==> src/rtl/serial_rx_sequencer_if.sv <==
// Host/receiver signal bundle for serial_rx_sequencer.
// slave  : the sequencer's view (config, receiver status and host pop in; receiver control and FIFO head out).
// master : the driving side's view (host plus receiver), directions mirrored.
interface serial_rx_sequencer_if #(
    parameter int BAUD_W = 32
);
    logic [BAUD_W-1:0] baud_i;
    logic [1:0]        dbits_i;
    logic              stop2_i;
    logic              par_en_i;
    logic              par_odd_i;
    logic              rx_idle_i;
    logic [63:0]       rx_dat_i;
    logic              rx_reset_o;
    logic [5:0]        rx_bits_o;
    logic [BAUD_W-1:0] rx_baud_o;
    logic [7:0]        dat_o;
    logic [2:0]        err_o;
    logic              valid_o;
    logic              ready_i;
    logic              overrun_o;
    logic              clr_i;

    modport slave (
        input  baud_i, dbits_i, stop2_i, par_en_i, par_odd_i, rx_idle_i, rx_dat_i, ready_i, clr_i,
        output rx_reset_o, rx_bits_o, rx_baud_o, dat_o, err_o, valid_o, overrun_o
    );

    modport master (
        output baud_i, dbits_i, stop2_i, par_en_i, par_odd_i, rx_idle_i, rx_dat_i, ready_i, clr_i,
        input  rx_reset_o, rx_bits_o, rx_baud_o, dat_o, err_o, valid_o, overrun_o
    );
endinterface

==> src/rtl/serial_rx_sequencer.sv <==
// serial_rx_sequencer: arms a 64-bit MSB-in serial receiver, waits for each frame,
// decodes start/data/parity/stop and queues {brk, par, frm, data} in a show-ahead FIFO.
// Optional feature macro: SERIAL_RX_PARITY_EN (parity bit in the frame and the par flag).
module serial_rx_sequencer #(
    parameter int DEPTH_LOG2 = 2,
    parameter int BAUD_W     = 32
) (
    input  logic                 clk_i,
    input  logic                 reset_i,
    serial_rx_sequencer_if.slave bus
);
    localparam int DEPTH = 1 << DEPTH_LOG2;
    localparam int ENT_W = 11;

    typedef enum logic [1:0] {ST_ARM, ST_WAIT, ST_BUSY, ST_CAP} state_t;

    state_t              state;
    state_t              state_nxt;
    logic [1:0]          dbits_q;
    logic                stop2_q;
    logic [5:0]          bits_q;
    logic [BAUD_W-1:0]   baud_q;
    logic                par_en_in;
    logic [63:0]         frame_p0;
    logic [63:0]         frame_al;
    logic [ENT_W-1:0]    entry;
    logic [ENT_W-1:0]    mem [DEPTH];
    logic [DEPTH_LOG2:0] wr_ptr;
    logic [DEPTH_LOG2:0] rd_ptr;
    logic [ENT_W-1:0]    last_q;
    logic                overrun_q;
    logic                push;
    logic                pop;
    logic                full;
    logic                empty;
    logic                accept;
    logic                drop;

    // Right-align the N frame bits so that f[0] is the start bit; the rest of the shift register is masked off.
    function automatic logic [63:0] align_frame(input logic [63:0] raw, input logic [5:0] n);
        logic [63:0] mask;
        mask = (64'd1 << n) - 64'd1;
        return (raw >> (7'd64 - {1'b0, n})) & mask;
    endfunction

    // Data bits follow the start bit LSB first; unused upper bits read as zero.
    function automatic logic [7:0] data_field(input logic [63:0] f, input logic [1:0] dbits);
        logic [7:0] keep;
        keep = 8'hFF >> (2'd3 - dbits);
        return f[8:1] & keep;
    endfunction

    // Stop bits always occupy the top of the frame, so they are located from N rather than from D/P.
    function automatic logic [ENT_W-1:0] decode_frame(input logic [63:0] f, input logic [5:0] n,
                                                      input logic [1:0] dbits, input logic stop2);
        logic frm;
        logic brk;
        frm = f[0] | ~f[n - 6'd1] | (stop2 & ~f[n - 6'd2]);
        brk = (f == 64'd0);
        return {brk, 1'b0, frm, data_field(f, dbits)};
    endfunction

`ifdef SERIAL_RX_PARITY_EN
    logic par_en_q;
    logic par_odd_q;

    // Parity sits directly after the last data bit, at f[D+1] = f[6 + dbits].
    function automatic logic parity_bad(input logic [63:0] f, input logic [1:0] dbits, input logic odd);
        logic [5:0] pidx;
        pidx = 6'd6 + {4'd0, dbits};
        return f[pidx] != ((^data_field(f, dbits)) ^ odd);
    endfunction

    // Parity options are latched together with the rest of the frame format at re-arm.
    always_ff @(posedge clk_i) begin
        if (reset_i) begin
            par_en_q  <= 1'b0;
            par_odd_q <= 1'b0;
        end else if (state == ST_ARM) begin
            par_en_q  <= bus.par_en_i;
            par_odd_q <= bus.par_odd_i;
        end
    end

    assign par_en_in = bus.par_en_i;
`else
    assign par_en_in = 1'b0;
`endif

    // State register.
    always_ff @(posedge clk_i) begin
        if (reset_i) state <= ST_ARM;
        else         state <= state_nxt;
    end

    // Next state: ARM lasts one cycle, then follow the receiver's idle flag around one frame.
    always_comb begin
        state_nxt = state;
        case (state)
            ST_ARM:  state_nxt = ST_WAIT;
            ST_WAIT: if (!bus.rx_idle_i) state_nxt = ST_BUSY;
            ST_BUSY: if (bus.rx_idle_i)  state_nxt = ST_CAP;
            ST_CAP:  state_nxt = ST_ARM;
            default: state_nxt = ST_ARM;
        endcase
    end

    // FSM outputs: receiver reset is held through sequencer reset and pulsed once per re-arm.
    always_comb begin
        bus.rx_reset_o = reset_i | (state == ST_ARM);
        push           = (state == ST_CAP);
    end

    // Frame format latched at re-arm so host-side changes never disturb a frame in flight.
    always_ff @(posedge clk_i) begin
        if (reset_i) begin
            bits_q  <= 6'd10;
            baud_q  <= '0;
            dbits_q <= 2'd3;
            stop2_q <= 1'b0;
        end else if (state == ST_ARM) begin
            dbits_q <= bus.dbits_i;
            stop2_q <= bus.stop2_i;
            baud_q  <= bus.baud_i;
            bits_q  <= 6'd7 + {4'd0, bus.dbits_i} + {5'd0, par_en_in} + {5'd0, bus.stop2_i};
        end
    end

    assign bus.rx_bits_o = bits_q;
    assign bus.rx_baud_o = baud_q;

    // ---- stage p0: snapshot of the receiver shift register on the cycle the frame completes
    always_ff @(posedge clk_i) begin
        if ((state == ST_BUSY) && bus.rx_idle_i) frame_p0 <= bus.rx_dat_i;
    end

    assign frame_al = align_frame(frame_p0, bits_q);

    // Decode the captured frame into the FIFO entry {brk, par, frm, data}.
    always_comb begin
        entry = decode_frame(frame_al, bits_q, dbits_q, stop2_q);
`ifdef SERIAL_RX_PARITY_EN
        entry[9] = par_en_q & parity_bad(frame_al, dbits_q, par_odd_q);
`endif
    end

    // FIFO status and show-ahead head; a pop in the same cycle frees the slot for a push when full.
    always_comb begin
        empty  = (wr_ptr == rd_ptr);
        full   = (wr_ptr[DEPTH_LOG2] != rd_ptr[DEPTH_LOG2]) &&
                 (wr_ptr[DEPTH_LOG2-1:0] == rd_ptr[DEPTH_LOG2-1:0]);
        pop    = ~empty & bus.ready_i;
        accept = push & (~full | pop);
        drop   = push & full & ~pop;
        bus.valid_o   = ~empty;
        bus.overrun_o = overrun_q;
        {bus.err_o, bus.dat_o} = empty ? last_q : mem[rd_ptr[DEPTH_LOG2-1:0]];
    end

    // FIFO storage (data only, never reset).
    always_ff @(posedge clk_i) begin
        if (accept) mem[wr_ptr[DEPTH_LOG2-1:0]] <= entry;
    end

    // FIFO pointers, last-popped hold value and sticky overrun (set beats clear).
    always_ff @(posedge clk_i) begin
        if (reset_i) begin
            wr_ptr    <= '0;
            rd_ptr    <= '0;
            last_q    <= '0;
            overrun_q <= 1'b0;
        end else begin
            if (accept) wr_ptr <= wr_ptr + 1'b1;
            if (pop) begin
                rd_ptr <= rd_ptr + 1'b1;
                last_q <= mem[rd_ptr[DEPTH_LOG2-1:0]];
            end
            if (drop)            overrun_q <= 1'b1;
            else if (bus.clr_i)  overrun_q <= 1'b0;
        end
    end
endmodule

==> src/flat_wrapper.sv <==
// flat-port wrapper written by rule: the top's interface ports become plain ports
module serial_rx_sequencer_flat 
#(
    parameter int DEPTH_LOG2 = 2,
    parameter int BAUD_W     = 32
)
  (clk_i, reset_i, bus_baud_i, bus_dbits_i, bus_stop2_i, bus_par_en_i, bus_par_odd_i, bus_rx_idle_i, bus_rx_dat_i, bus_ready_i, bus_clr_i, bus_rx_reset_o, bus_rx_bits_o, bus_rx_baud_o, bus_dat_o, bus_err_o, bus_valid_o, bus_overrun_o);
  serial_rx_sequencer_if #(.BAUD_W(BAUD_W)) bus_i ();
  input  logic clk_i;
  input  logic reset_i;
  input wire logic [$bits(bus_i.baud_i)-1:0] bus_baud_i;
  input wire logic [$bits(bus_i.dbits_i)-1:0] bus_dbits_i;
  input wire logic [$bits(bus_i.stop2_i)-1:0] bus_stop2_i;
  input wire logic [$bits(bus_i.par_en_i)-1:0] bus_par_en_i;
  input wire logic [$bits(bus_i.par_odd_i)-1:0] bus_par_odd_i;
  input wire logic [$bits(bus_i.rx_idle_i)-1:0] bus_rx_idle_i;
  input wire logic [$bits(bus_i.rx_dat_i)-1:0] bus_rx_dat_i;
  input wire logic [$bits(bus_i.ready_i)-1:0] bus_ready_i;
  input wire logic [$bits(bus_i.clr_i)-1:0] bus_clr_i;
  output wire logic [$bits(bus_i.rx_reset_o)-1:0] bus_rx_reset_o;
  output wire logic [$bits(bus_i.rx_bits_o)-1:0] bus_rx_bits_o;
  output wire logic [$bits(bus_i.rx_baud_o)-1:0] bus_rx_baud_o;
  output wire logic [$bits(bus_i.dat_o)-1:0] bus_dat_o;
  output wire logic [$bits(bus_i.err_o)-1:0] bus_err_o;
  output wire logic [$bits(bus_i.valid_o)-1:0] bus_valid_o;
  output wire logic [$bits(bus_i.overrun_o)-1:0] bus_overrun_o;
  assign bus_i.baud_i = bus_baud_i;
  assign bus_i.dbits_i = bus_dbits_i;
  assign bus_i.stop2_i = bus_stop2_i;
  assign bus_i.par_en_i = bus_par_en_i;
  assign bus_i.par_odd_i = bus_par_odd_i;
  assign bus_i.rx_idle_i = bus_rx_idle_i;
  assign bus_i.rx_dat_i = bus_rx_dat_i;
  assign bus_i.ready_i = bus_ready_i;
  assign bus_i.clr_i = bus_clr_i;
  assign bus_rx_reset_o = bus_i.rx_reset_o;
  assign bus_rx_bits_o = bus_i.rx_bits_o;
  assign bus_rx_baud_o = bus_i.rx_baud_o;
  assign bus_dat_o = bus_i.dat_o;
  assign bus_err_o = bus_i.err_o;
  assign bus_valid_o = bus_i.valid_o;
  assign bus_overrun_o = bus_i.overrun_o;
  serial_rx_sequencer #(.DEPTH_LOG2(DEPTH_LOG2), .BAUD_W(BAUD_W)) u_core (.clk_i(clk_i), .reset_i(reset_i), .bus(bus_i));
endmodule
==> config.mk <==
export PLATFORM = sky130hd
export DESIGN_NAME = serial_rx_sequencer_flat
export DESIGN_NICKNAME = d
export VERILOG_FILES = /design/src/rtl/serial_rx_sequencer_if.sv /design/src/rtl/serial_rx_sequencer.sv /design/src/flat_wrapper.sv
export SDC_FILE = /design/constraint.sdc
export NUM_CORES = 1
export LEC_CHECK = 0
export BUFFER_PORTS_ARGS = -buffer_cell sky130_fd_sc_hd__buf_2
export CORE_MARGIN = 2
export CORE_UTILIZATION = 56
export CTS_CLUSTER_DIAMETER = 50
export CTS_CLUSTER_SIZE = 40
export DETAILED_ROUTE_END_ITERATION = 6
export PLACE_DENSITY = 0.8
export SLEW_MARGIN = 20
export SYNTH_ARGS = -nofsm -noshare
export SYNTH_HDL_FRONTEND = slang
export SYNTH_SLANG_ARGS = --single-unit
==> constraint.sdc <==
create_clock -name clk_i -period 5 [get_ports clk_i]
set_input_delay 1 -clock clk_i [delete_from_list [all_inputs] [get_ports clk_i]]
set_output_delay 1 -clock clk_i [all_outputs]
set_load 0.01 [all_outputs]
==> impl_metrics.toml <==
[floorplan]
ioPinCount = 158
die_h_um = 133
fp-row-count = 47
core_region_area_um2 = 16400
initial_utilization_pct = 56.8
dieArea_um2 = 17700
die_x_um = 133

[sta]
fin_crit_ps = 4030
rsz0062_at_grt = "no"
worst_pin_slew_ps = 992
clock_skew_ps = 11.4
slew_violations = 0
clock.fmax_ghz = 0.248
finalSetupTns_ps = 0
timing.hold.ws_ps = 456
finalHoldViolations = 0
relSlewSlack_pct = 33.6
min_period_over_period_pct = 80.7
setup_viol = 0

[clock_tree]
cts_tree = "done"
clkLatencyLatePin_ps = 430
clkSinkCount = 148
clk_pin_slew_ps = 70
cts_max_path_buffers = 2
root_buffer = "clkbuf_16"
cts_hold_buf = 0
htree_levels = 4
post_cts_buffers = 0
cts_buffers = 17
cts_resized = 0

[place]
hpwlAfterDp_um = 16900
port_buffers = 136
dp_cells = 1197
place_congestion = 1.00

[synth]
syn_inst = 884
ys_seq_elements = 148
netlist_top_cells_count = "nor2_1 (96), edfxtp_1 (88), nand2_1 (84), mux2i_1 (75), dfxtp_1 (60)"
synth.most_common_cell = "nor2_1"
synth_flop_cell = "edfxtp_1"
ys_seq_area_share_pct = 41.3
synthArstFlopShare_pct = 0
netlist_top_cells_area = "edfxtp_1 (28%), dfxtp_1 (13%), mux2i_1 (8.1%)"
ys_warn_count = 0
synth_cell_types = 77
synth_top_area_share_pct = 28.4
synth_area_um2 = 9320
syn_area_per_cell_um2 = 10.5
synth_top_area_cell = "edfxtp_1"
synth-edff-count = 88

[pwr]
p_total_mw = 7.08
vdd_drop_max_v = 0.000380
p_sw_share_pct = 43.6
power.switching_mw = 3.09
clock_power_share_pct = 17.8
p_int_mw = 4.00
power.share.sequential_pct = 24.1
power_density_nw_per_um2 = 665
p_leak_nw = 4.43
combPwrFrac_pct = 58.1

[global_routing]
grt_antenna_before_repair = 0
grt_overflow = 0
grt_usage_pct = 26.4
grt_max_degree = 58
grt_pass1_wl_um = 36700
grt_pass1_vias = 7231

[setup_path]
cp.arrival_ps = 4150
critPathMaxFanout = 8
path_depth = 13
cp_data_required_time_ps = 5120
cp_slowest_cell = "xnor2_1"
rrSetupSlack_ps = 970
path_cells = "inv_1 -> buf_4 -> ha_1 -> nor2b_2 -> xnor2_1 -> buf_4 -> nand3_1 -> and3_1 -> a21oi_1 -> o311a_1 -> nand4_1 -> nand4bb_1 -> o211ai_1"
slowest_delay_ps = 710
cp-end-kind = "flip-flop"
crit_top_cell = "buf_4"
crit_family = "compound AO/OA/AOI/OAI gates"
path_buf_inv = 3
ff2ff_path_depth = 13
cp-start-kind = "flip-flop"
crit_type = "reg2reg"

[cells_and_area]
drive_gt1_share_pct = 26.5
diodes = 0
nFillCells = 1306
postLayoutCoreUtil_pct = 64.9
instances_no_fill = 1229
final_nets = 1127
areaGrowthSynthToFinish_pct = 14.3

[route]
avgRoutedWirePerCell_um = 18.9
viasPerCell = 6.12
antenna_left = 0
drcViolationCount = 0
first_pass_iters = 7
wl_met3_um = 1790
top_layer_used = "met4"
drt_wl_total_um = 23300
drt_iter0_markers = 707
routed-wl-met2_um = 11300
vias = 7524
drt-met1-wl_um = 9380

[status]
status = "finished clean"

[worst_hold_path]
hold_depth = 2
hold_path.class = "reg2reg"

[flow_run]
maxCapViolations = 0
==> cell usage in the layout, fill, tap and decap left out, types with 4 or more instances in the layout <==
master	instances
dfxtp_1	59
o211ai_1	10
conb_1	4
nand3_1	29
inv_6	4
a311oi_1	5
buf_4	18
nand2b_1	9
clkbuf_16	18
mux2i_1	75
buf_2	136
nor3b_1	6
nor2b_1	7
a21oi_1	37
o21ai_1	5
a31oi_1	8
inv_1	27
o21ai_0	33
nor2_1	96
o31ai_1	5
mux2_2	37
nor3_1	17
ha_1	22
or4_1	4
nor4_1	7
mux4_1	12
and2_1	7
mux4_2	28
a211oi_1	6
edfxtp_1	88
nand2_1	84
xnor2_1	13
xor2_1	4
==> tightest hold or removal path: stages (launching register included) <==
cell     delay [ps]
dfxtp_1         310
nand2_1          50
a21oi_1          50
==> per-stage QoR <==
step,instance area [um^2],setup slack (ps)
after global routing,10600,752
after floorplan,9320,730
final,10600,967
after CTS,10600,1060
after global placement,10100,1110
after detailed placement,10100,1100
==> layout make-up <==
type                    instances  area [um^2]  area share, %
repair buffers                154          816           7.66
clock inverters                14          135           1.27
clock buffers                  18          450           4.23
multi-input cells             646         5020           47.1
inverters                      29          109           1.02
flip-flops and latches        148         3840           36.1
well taps                     220          275           2.59
==> worst paths after layout <==
path / startpoint / endpoint
worst max register to register: u_core.bus.rx_bits_o[1] / u_core.mem[3][8]
worst min-delay path: u_core.last_q[6] / u_core.last_q[6]
worst min register to register: u_core.last_q[6] / u_core.last_q[6]
worst max-delay path: u_core.bus.rx_bits_o[1] / u_core.mem[3][8]
==> kinds of logic after synthesis <==
family,count (synthesis),synth area share (%)
XOR/XNOR,17,1.60
buffers and inverters,92,5.17
other,2,0.0806
AO/OA/AOI/OAI,156,11.1
multiplexers,153,22.8
flip-flops,148,41.3
adder cells (fa/ha/maj),25,3.36
AND/OR/NAND/NOR,291,14.6
==> power by group through the flow <==
stage,clock network [mW],logic [mW],registers (mW)
after floorplan,0,3.07,1.74
after global placement,0,3.95,1.72
after detailed placement,0,3.99,1.73
after CTS,1.28,4.01,1.71
after global routing,1.33,4.40,1.73
final,1.26,4.12,1.70
==> sequential cells by signal, summed over array words and instances (netlist names), 3 cells and up, named ones only <==
signal,count
u_core.last_q,10
u_core.bus.rx_baud_o,32
u_core.wr_ptr,3
u_core.bus.rx_bits_o,4
u_core.mem,40
u_core.rd_ptr,3
u_core.frame_p0,48
==> metal layers <==
metal	global-route usage [%]	vias up
met5	0	-
met2	43.7	351
li1	-	3518
met3	5.56	72
met1	33.5	3583
met4	11.8	0
Power figures use the tool's default switching activity.
